$ cat src/rtl/ex_mem_reg.sv
// EX/MEM pipeline register: one-cycle capture of EX results with stall hold, flush bubbles,
// misaligned-access suppression, a retired-entry counter and EX-side forward/load-hazard decode.
module ex_mem_reg #(
    parameter int COUNT_W = 32
) (
    input  logic               clk,
    input  logic               rst,
    input  logic               stall,
    input  logic               flush,
    input  logic               ex_valid,
    input  logic [31:0]        ex_pc,
    input  logic [31:0]        ex_ALUResult,
    input  logic [31:0]        ex_writeData,
    input  logic [2:0]         ex_funct3,
    input  logic [4:0]         ex_rd,
    input  logic               ex_memRead,
    input  logic               ex_memToReg,
    input  logic               ex_memWrite,
    input  logic               ex_regWrite,
    output logic               mem_valid,
    output logic [31:0]        mem_pc,
    output logic [31:0]        ALUResult,
    output logic [31:0]        writeData,
    output logic [2:0]         mem_funct3,
    output logic [4:0]         mem_rd,
    output logic               memRead,
    output logic               memToReg,
    output logic               memWrite,
    output logic               regWrite,
    output logic               misaligned,
    output logic               misaligned_sticky,
    output logic               fwd_valid,
    output logic [4:0]         fwd_rd,
    output logic [31:0]        fwd_data,
    output logic               load_hazard,
    output logic [COUNT_W-1:0] mem_count
);

    logic mem_access;
    logic addr_bad;
    logic mis_next;
    logic ctl_ok;

    assign mem_access = ex_valid & (ex_memRead | ex_memWrite);

    // funct3[1:0] selects access width: byte, half, word, and 11 is an illegal width
    always_comb begin
        addr_bad = 1'b0;
        case (ex_funct3[1:0])
            2'b00:   addr_bad = 1'b0;
            2'b01:   addr_bad = ex_ALUResult[0];
            2'b10:   addr_bad = |ex_ALUResult[1:0];
            default: addr_bad = 1'b1;
        endcase
    end

    assign mis_next = mem_access & addr_bad;
    assign ctl_ok   = ex_valid & ~mis_next;

    always_ff @(posedge clk or posedge rst) begin
        if (rst) begin
            mem_valid         <= 1'b0;
            mem_pc            <= 32'd0;
            ALUResult         <= 32'd0;
            writeData         <= 32'd0;
            mem_funct3        <= 3'd0;
            mem_rd            <= 5'd0;
            memRead           <= 1'b0;
            memToReg          <= 1'b0;
            memWrite          <= 1'b0;
            regWrite          <= 1'b0;
            misaligned        <= 1'b0;
            misaligned_sticky <= 1'b0;
            mem_count         <= '0;
        end else if (flush) begin
            mem_valid  <= 1'b0;
            mem_pc     <= 32'd0;
            ALUResult  <= 32'd0;
            writeData  <= 32'd0;
            mem_funct3 <= 3'd0;
            mem_rd     <= 5'd0;
            memRead    <= 1'b0;
            memToReg   <= 1'b0;
            memWrite   <= 1'b0;
            regWrite   <= 1'b0;
            misaligned <= 1'b0;
        end else if (!stall) begin
            // A misaligned entry stays valid so the trap reaches MEM, but never touches RAM or rd
            mem_valid         <= ex_valid;
            mem_pc            <= ex_pc;
            ALUResult         <= ex_ALUResult;
            writeData         <= ex_writeData;
            mem_funct3        <= ex_funct3;
            mem_rd            <= ex_rd;
            memRead           <= ctl_ok & ex_memRead;
            memToReg          <= ctl_ok & ex_memToReg;
            memWrite          <= ctl_ok & ex_memWrite;
            regWrite          <= ctl_ok & ex_regWrite;
            misaligned        <= mis_next;
            misaligned_sticky <= misaligned_sticky | mis_next;
            if (ex_valid) begin
                mem_count <= mem_count + {{(COUNT_W-1){1'b0}}, 1'b1};
            end
        end
    end

    assign fwd_valid   = mem_valid & regWrite & ~memToReg & (mem_rd != 5'd0);
    assign fwd_rd      = mem_rd;
    assign fwd_data    = ALUResult;
    assign load_hazard = mem_valid & memRead & (mem_rd != 5'd0);

endmodule

$ cat config.mk
export PLATFORM = sky130hd
export DESIGN_NAME = ex_mem_reg
export DESIGN_NICKNAME = d
export VERILOG_FILES = /design/src/rtl/ex_mem_reg.sv
export SDC_FILE = /design/constraint.sdc
export NUM_CORES = 1
export LEC_CHECK = 0
export BUFFER_PORTS_ARGS = -buffer_cell sky130_fd_sc_hd__buf_2
export CAP_MARGIN = 20
export CORE_MARGIN = 3
export CORE_UTILIZATION = 40
export DETAILED_ROUTE_END_ITERATION = 16
export PLACE_DENSITY = 0.73
export SLEW_MARGIN = 0
export SYNTH_ARGS = -nofsm -noshare
export SYNTH_HDL_FRONTEND = slang
export SYNTH_SLANG_ARGS = --single-unit
export TNS_END_PERCENT = 20
$ cat constraint.sdc
create_clock -name clk -period 4.66 [get_ports clk]
set_clock_uncertainty 0.05 [all_clocks]
set_input_delay 1.165 -clock clk [delete_from_list [all_inputs] [get_ports clk]]
set_output_delay 1.165 -clock clk [all_outputs]
set_load 0.02 [all_outputs]
Word level (Yosys, flattened, before mapping)
Index checks and enable logic that the tools add are counted.
{"block": "totals", "register_bits": 143, "wordCells": 63}
{"block": "op_classes", "n_addsub": 1, "n_eq_ne": 3, "muxes": 23, "bitwise": 18, "n_reduce_logical": 5}
{"operator": "32-bit 2-to-1 mux", "n": 6}
{"operator": "32-bit by 1-bit adder with 32-bit output (second input constant)", "n": 1}
{"operator": "1-bit bitwise AND", "n": 12}
{"operator": "1-bit 2-to-1 mux", "n": 12}
{"operator": "5-bit 2-to-1 mux", "n": 2}
{"operator": "3-bit 2-to-1 mux", "n": 2}
{"operator": "5-bit nonzero test", "n": 1}
{"operator": "1-bit NOT", "n": 4}
{"operator": "1-bit case mux with 3 select lines", "n": 1}
{"operator": "3-bit AND reduction", "n": 1}
{"operator": "2-bit by 1-bit equality test with 1-bit output (second input constant)", "n": 1}
{"operator": "2-bit equality test (second input constant)", "n": 1}
{"operator": "2-bit zero test", "n": 1}
{"operator": "2-bit by 1-bit != test with 1-bit output (second input constant)", "n": 1}
{"operator": "1-bit bitwise OR", "n": 2}
{"operator": "2-bit AND reduction", "n": 1}
{"operator": "2-bit OR reduction", "n": 1}

Depth between registers and ports, before layout
Gate-level depths: netlist of the first run.
{"block": "logic_depth", "word_depth": 8, "ltp_mapped": 6, "mapped_depth_nobuf": 5}

Least setup slack after synthesis of the first run
OpenSTA, ideal clock, no wires.
{"block": "synth_timing", "kind": "in2reg", "from": "in stall", "to": "reg mem_count[26]", "setup_time_ns": 0.080, "arrival_time_ns": 2.706, "required_time_ns": 4.530, "setup_slack_ns": 1.824, "cell_stages": 6, "path_cell_list": "buf_2 nand4bb_4 or4_1 buf_2 nor4_1 xor2_1"}
{"block": "synth_between", "elab_chain_len": 2}
{"element": "from (decl)", "line_no": "8", "rtl": "input logic stall,"}
{"element": "1-bit NOT (no source line)"}
{"element": "3-bit AND reduction (no source line)"}
{"element": "to (signal assigned)", "line_no": "102", "rtl": "mem_count <= mem_count + {{(COUNT_W-1){1'b0}}, 1'b1};"}
{"element": "to (decl)", "line_no": "36", "rtl": "output logic [COUNT_W-1:0] mem_count"}
Every way passes these cells.
A chain may end at the register's enable or synchronous reset.

Final worst setup path of the first run
{"block": "layout_timing", "from": "reg mem_rd[1], in the netlist fwd_rd[1]", "to": "out fwd_valid"}
{"block": "layout_between", "elab_chain_len": 2}
{"element": "from (decl)", "line_no": "25", "rtl": "output logic [4:0] mem_rd,"}
{"element": "from (signal assigned)", "line_no": "94", "rtl": "mem_rd <= ex_rd;"}
{"element": "5-bit nonzero test", "line_no": "107", "rtl": "assign fwd_valid = mem_valid & regWrite & ~memToReg & (mem_rd != 5'd0);"}
{"element": "1-bit bitwise AND", "line_no": "107"}
{"element": "to (decl)", "line_no": "32", "rtl": "output logic fwd_valid,"}
Every way passes these cells.

==> results of run 1 <==
[state kept, by name, summed over array words and instances, names as in the netlist, 3 cells and up]
name and count:
mem_funct3 3, ALUResult 32, mem_count 32, writeData 32, mem_pc 32, fwd_rd 5
[per-stage QoR]
step | utilization, % | total power, mW | hold slack, ps | cells | instance area (sq um)
4_1_cts | 55.4 | 3.35 | 414 | 991 | 8230
2_1_floorplan | - | 1.70 | 516 | 537 | 6210
6_report | 55.4 | 3.30 | 407 | 991 | 8230
3_3_place_gp | 51.1 | 1.87 | 397 | 959 | 7590
5_1_grt | 55.4 | 3.44 | 442 | 991 | 8230
3_5_place_dp | 51.1 | 1.88 | 395 | 959 | 7590
[worst min-delay path by stage]
stage	end	start	slack [ps]
6_report	misaligned_sticky	misaligned_sticky	410
2_1_floorplan	misaligned_sticky	misaligned_sticky	520
4_1_cts	misaligned_sticky	misaligned_sticky	410
5_1_grt	misaligned_sticky	misaligned_sticky	440
3_5_place_dp	misaligned_sticky	misaligned_sticky	390
3_3_place_gp	misaligned_sticky	misaligned_sticky	400
[report_power, final]
group	leakage (nW)	internal (mW)	switching, mW	total, mW
combinational	2.56	0.176	0.290	0.466
sequential	1.90	1.32	0.0633	1.38
clock	0.303	0.928	0.528	1.46
[layout make-up]
cell class / count / share of cell area, %
clock buffers: 20 / 5.55
multi-input cells: 327 / 27.2
well taps: 184 / 2.80
flip-flops and latches: 143 / 43.5
clock inverters: 12 / 2.22
repair buffers: 300 / 18.5
inverters: 5 / 0.274
[per-layer routing]
layer,global-route usage (%),wire length [um],vias up
li1,-,-,2286
met1,21.9,6500,2334
met2,30.7,7960,202
met3,5.98,1220,20
met4,6.59,274,0
met5,0,0,-
[worst register-to-register path: cells and delay by family, from the launching register on]
family	cells	cell delay (ps)
and+or+nand+nor	3	1200
DFF	1	420
adders and majority gates	1	200
xor gates and xnor gates	1	170
[Yosys cell counts (2+ instances only)]
| cell type | n |
|---|---|
| a22o_1 | 4 |
| and3_1 | 3 |
| and4_1 | 3 |
| buf_1 | 4 |
| buf_2 | 3 |
| buf_4 | 37 |
| clkbuf_1 | 18 |
| dfrtp_1 | 143 |
| inv_1 | 5 |
| mux2i_1 | 106 |
| nand2_1 | 14 |
| nand3_1 | 10 |
| nand4_1 | 10 |
| nor2_1 | 116 |
| nor3_1 | 8 |
| nor4_1 | 6 |
| o21ai_0 | 2 |
| or2_2 | 2 |
| or4_1 | 3 |
| xnor2_1 | 11 |
| xor2_1 | 20 |
[cells in the final DEF (no fill, tap or decap)]
master and instances:
buf_2 292, dfrtp_1 143, nor2_1 116, mux2i_1 106, xor2_1 20, clkbuf_16 17
nand2_1 14, xnor2_1 11, nand3_1 10, nand4_1 10, nor3_1 8, buf_4 7
nor4_1 6, inv_1 4, clkinvlp_4 4, a22o_1 4, bufinv_16 4, or4_1 3
and4_1 3, and3_1 3, clkinv_4 3, o21ai_0 2, or2_2 2, clkbuf_8 2
nand4bb_4 1, nor4_2 1, nor3b_1 1, o221ai_1 1, a21oi_1 1, a21o_1 1
nor2b_1 1, mux2_2 1, ha_1 1, clkbuf_1 1, inv_6 1, clkinv_2 1
buf_6 1
[cells by family after synthesis]
logic type / after synthesis / share of synthesized area [%]
AND/OR/NAND/NOR: 179 / 13.1
flip-flops: 143 / 57.6
multiplexers: 107 / 17.3
buffers and inverters: 67 / 6.35
XOR/XNOR: 31 / 4.37
AO/OA/AOI/OAI: 9 / 1.07
adder cells (fa/ha/maj): 1 / 0.202
==> results by group, run 1 <==
Floorplan
  – # IOs: approximately 300
  – Row count: 44
  – DIE AREA: 17000 sq um
  – Die W: 131 um
  – Core area: approximately 15000 sq um
  – Initial Util: between 40% and 50%
  – Die H: 131 um

Routing
  – Average wire per standard cell: 16.1 um
  – 1st-pass router iterations: 4
  – Initial DRC count: 220
  – Vias per std cell: a little under 5
  – Final wirelength: around 16000 um
  – Antenna Nets Post-Route: 0
  – Vias: ~4800
  – DRC Markers: 0

Yosys
  – Ranking of synthesized cells by area: dfrtp_1 (58%), mux2i_1 (17%), nor2_1 (7.0%)
  – Synth Net Count: 651
  – Post-synth top area share: 57.6%
  – Area leader, netlist: dfrtp_1
  – Mapped Avg Cell Area: 11.6 sq um
  – Post-synthesis cell type count: 30
  – Post-synthesis sequential area ratio: 57.6%
  – Yosys Warn Count: 0
  – Yosys reg bits: 143
  – Async set or reset register ratio after synthesis: 100%
  – Primary FF master, synth: dfrtp_1
  – Cell count after synthesis: 537
  – Post-Syn Area: 6210 sq um
  – Number of flops mapped to enable cells by yosys: 0

Worst setup path
  – Crit path launch type: register
  – Slowest stage cell, crit path: or4_1
  – CP delay by family, top: simple AND/OR/NAND/NOR gates
  – Worst path max stage delay: 550 ps
  – CP endpoint: fwd_valid
  – WP buf/inv: 1
  – CP Max Fanout: 4
  – Critical path class: register to output pin
  – Cells on worst reg2reg path: 5
  – CP required: 3440 ps
  – CP Depth: 4
  – Reg-to-reg startpoint: mem_count[0]
  – Worst endpoint data arrival time: 2180 ps
  – R2R Path End: mem_count[24]
  – Crit path from: fwd_rd[1]
  – CP endpoint kind: output pin
  – Worst R2R Setup Slack: 2560 ps
  – CP Cell Sequence: or4_1 -> o21ai_0 -> nor3b_1 -> buf_2

Global routing
  – Largest net degree at the start of global routing: 61
  – Initial antenna violation count: 0
  – Total global routing overflow: 0
  – Overall routing resource usage: 18.2%
  – Vias in the first global route: 4743
  – First-pass GRT wire length: 24100 um

Timing
  – Final-report setup violation count: 0
  – Slew Limit Headroom: about 42%
  – Setup_tns: 0 ps
  – Worst slew pin tran: 865 ps
  – Final worst-path cycle share: 72.9%
  – Fin crit period: 3400 ps
  – Post-route setup slack: about 1300 ps
  – RSZ-0062 raised after global routing: false
  – Fin. Hold Viols: 0
  – Max Slew Vio Count: 0
  – F_max: 0.294 GHz

Min path
  – Hold path depth: 1
  – Hold Path Class: register to register

Power
  – VDD IR-drop max: 0.241 mV
  – Static Leak: 4.76 nW
  – P per Cell Area: 401 nW/um^2

Cells and area
  – Area of the multi-input gates: 2230 sq um
  – Register area: 3580 sq um
  – ANT cells: 0
  – Share of cells above drive strength 1: 41.8%
  – Nets: approximately 900
  – Layout area overhead: 32.6%
  – FILL cells: 1355

Placement
  – Post-DP HPWL: 11600 um
  – Place WS: 1390 ps
  – PortBufs: a little under 300
  – Gpl congestion: 0.823

CTS
  – Max H-tree Level: 4
  – Worst-path clk slew: 60 ps
  – Clock Path Buffers: 2
  – CTS Buf Count: 17
  – Root Driver: clkbuf_16
  – Post-CTS Setup Bufs: 0
  – Clk_lat worst skew: between 400 and 500 ps
  – CTS tree: built
  – CTS Sinks: ~140
  – Post-CTS Hold Buffers: 0
  – Cts repair resizes: 0

Run status
  – Outcome: finished clean

Flow run
  – Max cap viols: 0
Power figures use the tool's default switching activity.
==> inputs of run 2 (changes only) <==
==> constraint.sdc (replaced) <==
create_clock -name clk -period 3.1 [get_ports clk]
set_clock_uncertainty 0.05 [all_clocks]
set_input_delay 0.775 -clock clk [delete_from_list [all_inputs] [get_ports clk]]
set_output_delay 0.775 -clock clk [all_outputs]
set_load 0.02 [all_outputs]
==> run 2 against run 1 <==
First-iteration DRC count grew 0.91%. Register-to-register slack lost 1600 ps. Via count shrank 0.58%. Die area is the same. Wire length grew 2.1%. Critical endpoint unchanged.
==> results by group, run 2 (synthesis results as in run 1) <==
Cells and area
  – ANT cells: 0 (unchanged)
  – Nets: 910 (+0.22%)
  – Area of the multi-input gates: 2230 sq um (unchanged)
  – Non-Filler Instances: 993 (+0.20%)
  – Register area: 3580 sq um (unchanged)
  – Layout area overhead: 33.7%
  – Share of cells above drive strength 1: 41.7% (-0.10 points)
  – FILL cells: 1322 (-2.4%)
  – Commonest non-fill, non-tap cell in the layout: buf_2
  – Commonest non-fill, non-tap cells in the layout: buf_2 (292), dfrtp_1 (143), nor2_1 (116)

Timing
  – RSZ-0062 raised after global routing: false
  – Setup_tns: 0 ps (unchanged)
  – Final-report setup violation count: 0 (unchanged)
  – Worst slew pin tran: 780 ps (-84.8 ps)
  – Fin. Hold Viols: 0 (unchanged)
  – Slew Limit Headroom: 47.5% (+5.2 points)
  – Final worst-path cycle share: 90.3%
  – Max Slew Vio Count: 0 (unchanged)
  – Fin crit period: around 2800 ps
  – F_max: 0.357 GHz

CTS
  – CTS Sinks: 143 (unchanged)
  – CTS Buf Count: 17 (unchanged)
  – CTS tree: built
  – Post-CTS Hold Buffers: 0 (unchanged)
  – Post-CTS Setup Bufs: 0 (unchanged)
  – Worst-path clk slew: 60 ps (about the same)
  – Root Driver: clkbuf_16
  – Clk_lat worst skew: 410 ps (about the same)
  – Max H-tree Level: 4 (unchanged)
  – Clock Path Buffers: 2 (unchanged)
  – Cts repair resizes: 0 (unchanged)

Worst setup path
  – CP Max Fanout: 4 (unchanged)
  – CP required: 2270 ps (-1170 ps)
  – CP delay by family, top: simple AND/OR/NAND/NOR gates
  – Worst path max stage delay: 540 ps (about the same)
  – CP endpoint kind: output pin
  – CP Cell Sequence: or4_1 -> o21ai_0 -> buf_4 -> nor3b_1 -> buf_2
  – Worst endpoint data arrival time: 1970 ps (-210 ps)
  – WP buf/inv: 2 (+1)
  – Critical path class: register to output pin
  – Crit path from: fwd_rd[1]
  – Reg-to-reg startpoint: mem_count[0]
  – Slowest stage cell, crit path: or4_1
  – Crit path launch type: register
  – Worst R2R Setup Slack: 960 ps (-1600 ps)

Routing
  – DRT met1 WL: 6710 um (+3.3%)
  – Average wire per standard cell: 16.4 um (+1.8%)
  – DR WL met3: 1220 um (+0.58%)
  – Vias: 4814 (-0.58%)
  – 1st-pass router iterations: 4 (unchanged)
  – Final wirelength: 16300 um (+2.1%)
  – WL met2: 8080 um (+1.5%)
  – Initial DRC count: 222 (+0.91%)
  – Vias per std cell: 4.85 (-0.78%)
  – DRC Markers: 0 (unchanged)
  – Top routing layer in use: met4
  – Antenna Nets Post-Route: 0 (unchanged)

Power
  – Comb power frac: 14.0% (about the same)
  – Sw Ratio: 25.8% (-0.91 points)
  – P per Cell Area: 612 nW/um^2 (+53%)
  – P_int: 3.77 mW (+56%)
  – Clock network fraction of total power: 45.2% (+1.1 points)
  – Static Leak: 4.80 nW (+0.77%)
  – VDD IR-drop max: 0.378 mV (+57%)
  – Register share of total power: 40.9% (-0.9 points)
  – Sw power: 1.31 mW (+49%)

Floorplan
  – Die W: 131 um (unchanged)
  – Core area: 14900 sq um (unchanged)
  – Initial Util: 41.8% (unchanged)
  – DIE AREA: 17000 sq um (unchanged)
  – # IOs: 295 (unchanged)
  – Die H: 131 um (unchanged)
  – Row count: 44 (unchanged)

Placement
  – Placed Cells: 961 (+0.21%)
  – Gpl congestion: 0.790 (-4.0%)
  – Post-DP HPWL: 11700 um (+0.40%)
  – PortBufs: 294 (unchanged)

Global routing
  – First-pass GRT wire length: 24600 um (+2.1%)
  – Total global routing overflow: 0 (unchanged)
  – Initial antenna violation count: 0 (unchanged)
  – Vias in the first global route: 4626 (-2.5%)
  – Overall routing resource usage: 18.7% (+0.47 points)
  – Largest net degree at the start of global routing: 109 (+79%)

Flow run
  – Max cap viols: 0 (unchanged)

Run status
  – Outcome: finished clean

Min path
  – Hold Path Class: input pin to async pin
## run 2: cell types whose count changed in the layout (fill, tap and decap cells not counted)
cell        delta
clkinvlp_4     -2
clkinv_4       -2
bufinv_16      +1
clkinv_2       -1
buf_12         +2
clkbuf_8       +2
clkbuf_1       +2
## run 2: final cells by class
type	count	share of cell area, %
clock buffer	24	5.93
multi-input combinational	327	26.9
clock inverter	8	2.11
sequential	143	43.1
tap	184	2.77
timing repair buffer	302	18.9
inverter	5	0.271
## run 2: layer usage
metal  up-vias  track usage (%)
met2       207             30.6
met1      2299             23.5
met5         -                0
li1       2289                -
met3        19             5.77
met4         0             6.84
## run 2: power by group through the flow
stage | clock network, mW | registers, mW | logic [mW]
final | 2.29 | 2.07 | 0.709
after global routing | 2.43 | 2.09 | 0.774
after CTS | 2.34 | 2.08 | 0.725
after detailed placement | 0 | 2.11 | 0.724
after global placement | 0 | 2.10 | 0.714
after floorplan | 0 | 2.23 | 0.321
## run 2: through the flow
step / hold WS, ps / area (sq um) / setup slack, ps / power [mW] / utilization [%]
after global routing: 244 / 8300 / 217 / 5.30 / 55.8
after CTS: 230 / 8300 / 261 / 5.14 / 55.8
after global placement: 391 / 7630 / 481 / 2.82 / 51.3
after detailed placement: 397 / 7630 / 472 / 2.83 / 51.3
final: 249 / 8300 / 302 / 5.08 / 55.8
after floorplan: 516 / 6210 / 484 / 2.55 / -
## run 2: path summary, 6_finish.rpt
check                      depth (start not counted)                end
setup / recovery                                   5          fwd_valid
hold / removal                                     2      writeData[16]
setup reg to reg                                   5      mem_count[28]
hold reg to reg                                    1  misaligned_sticky
max in group asynchronous                          3      mem_count[31]
min in group clk                                   1  misaligned_sticky
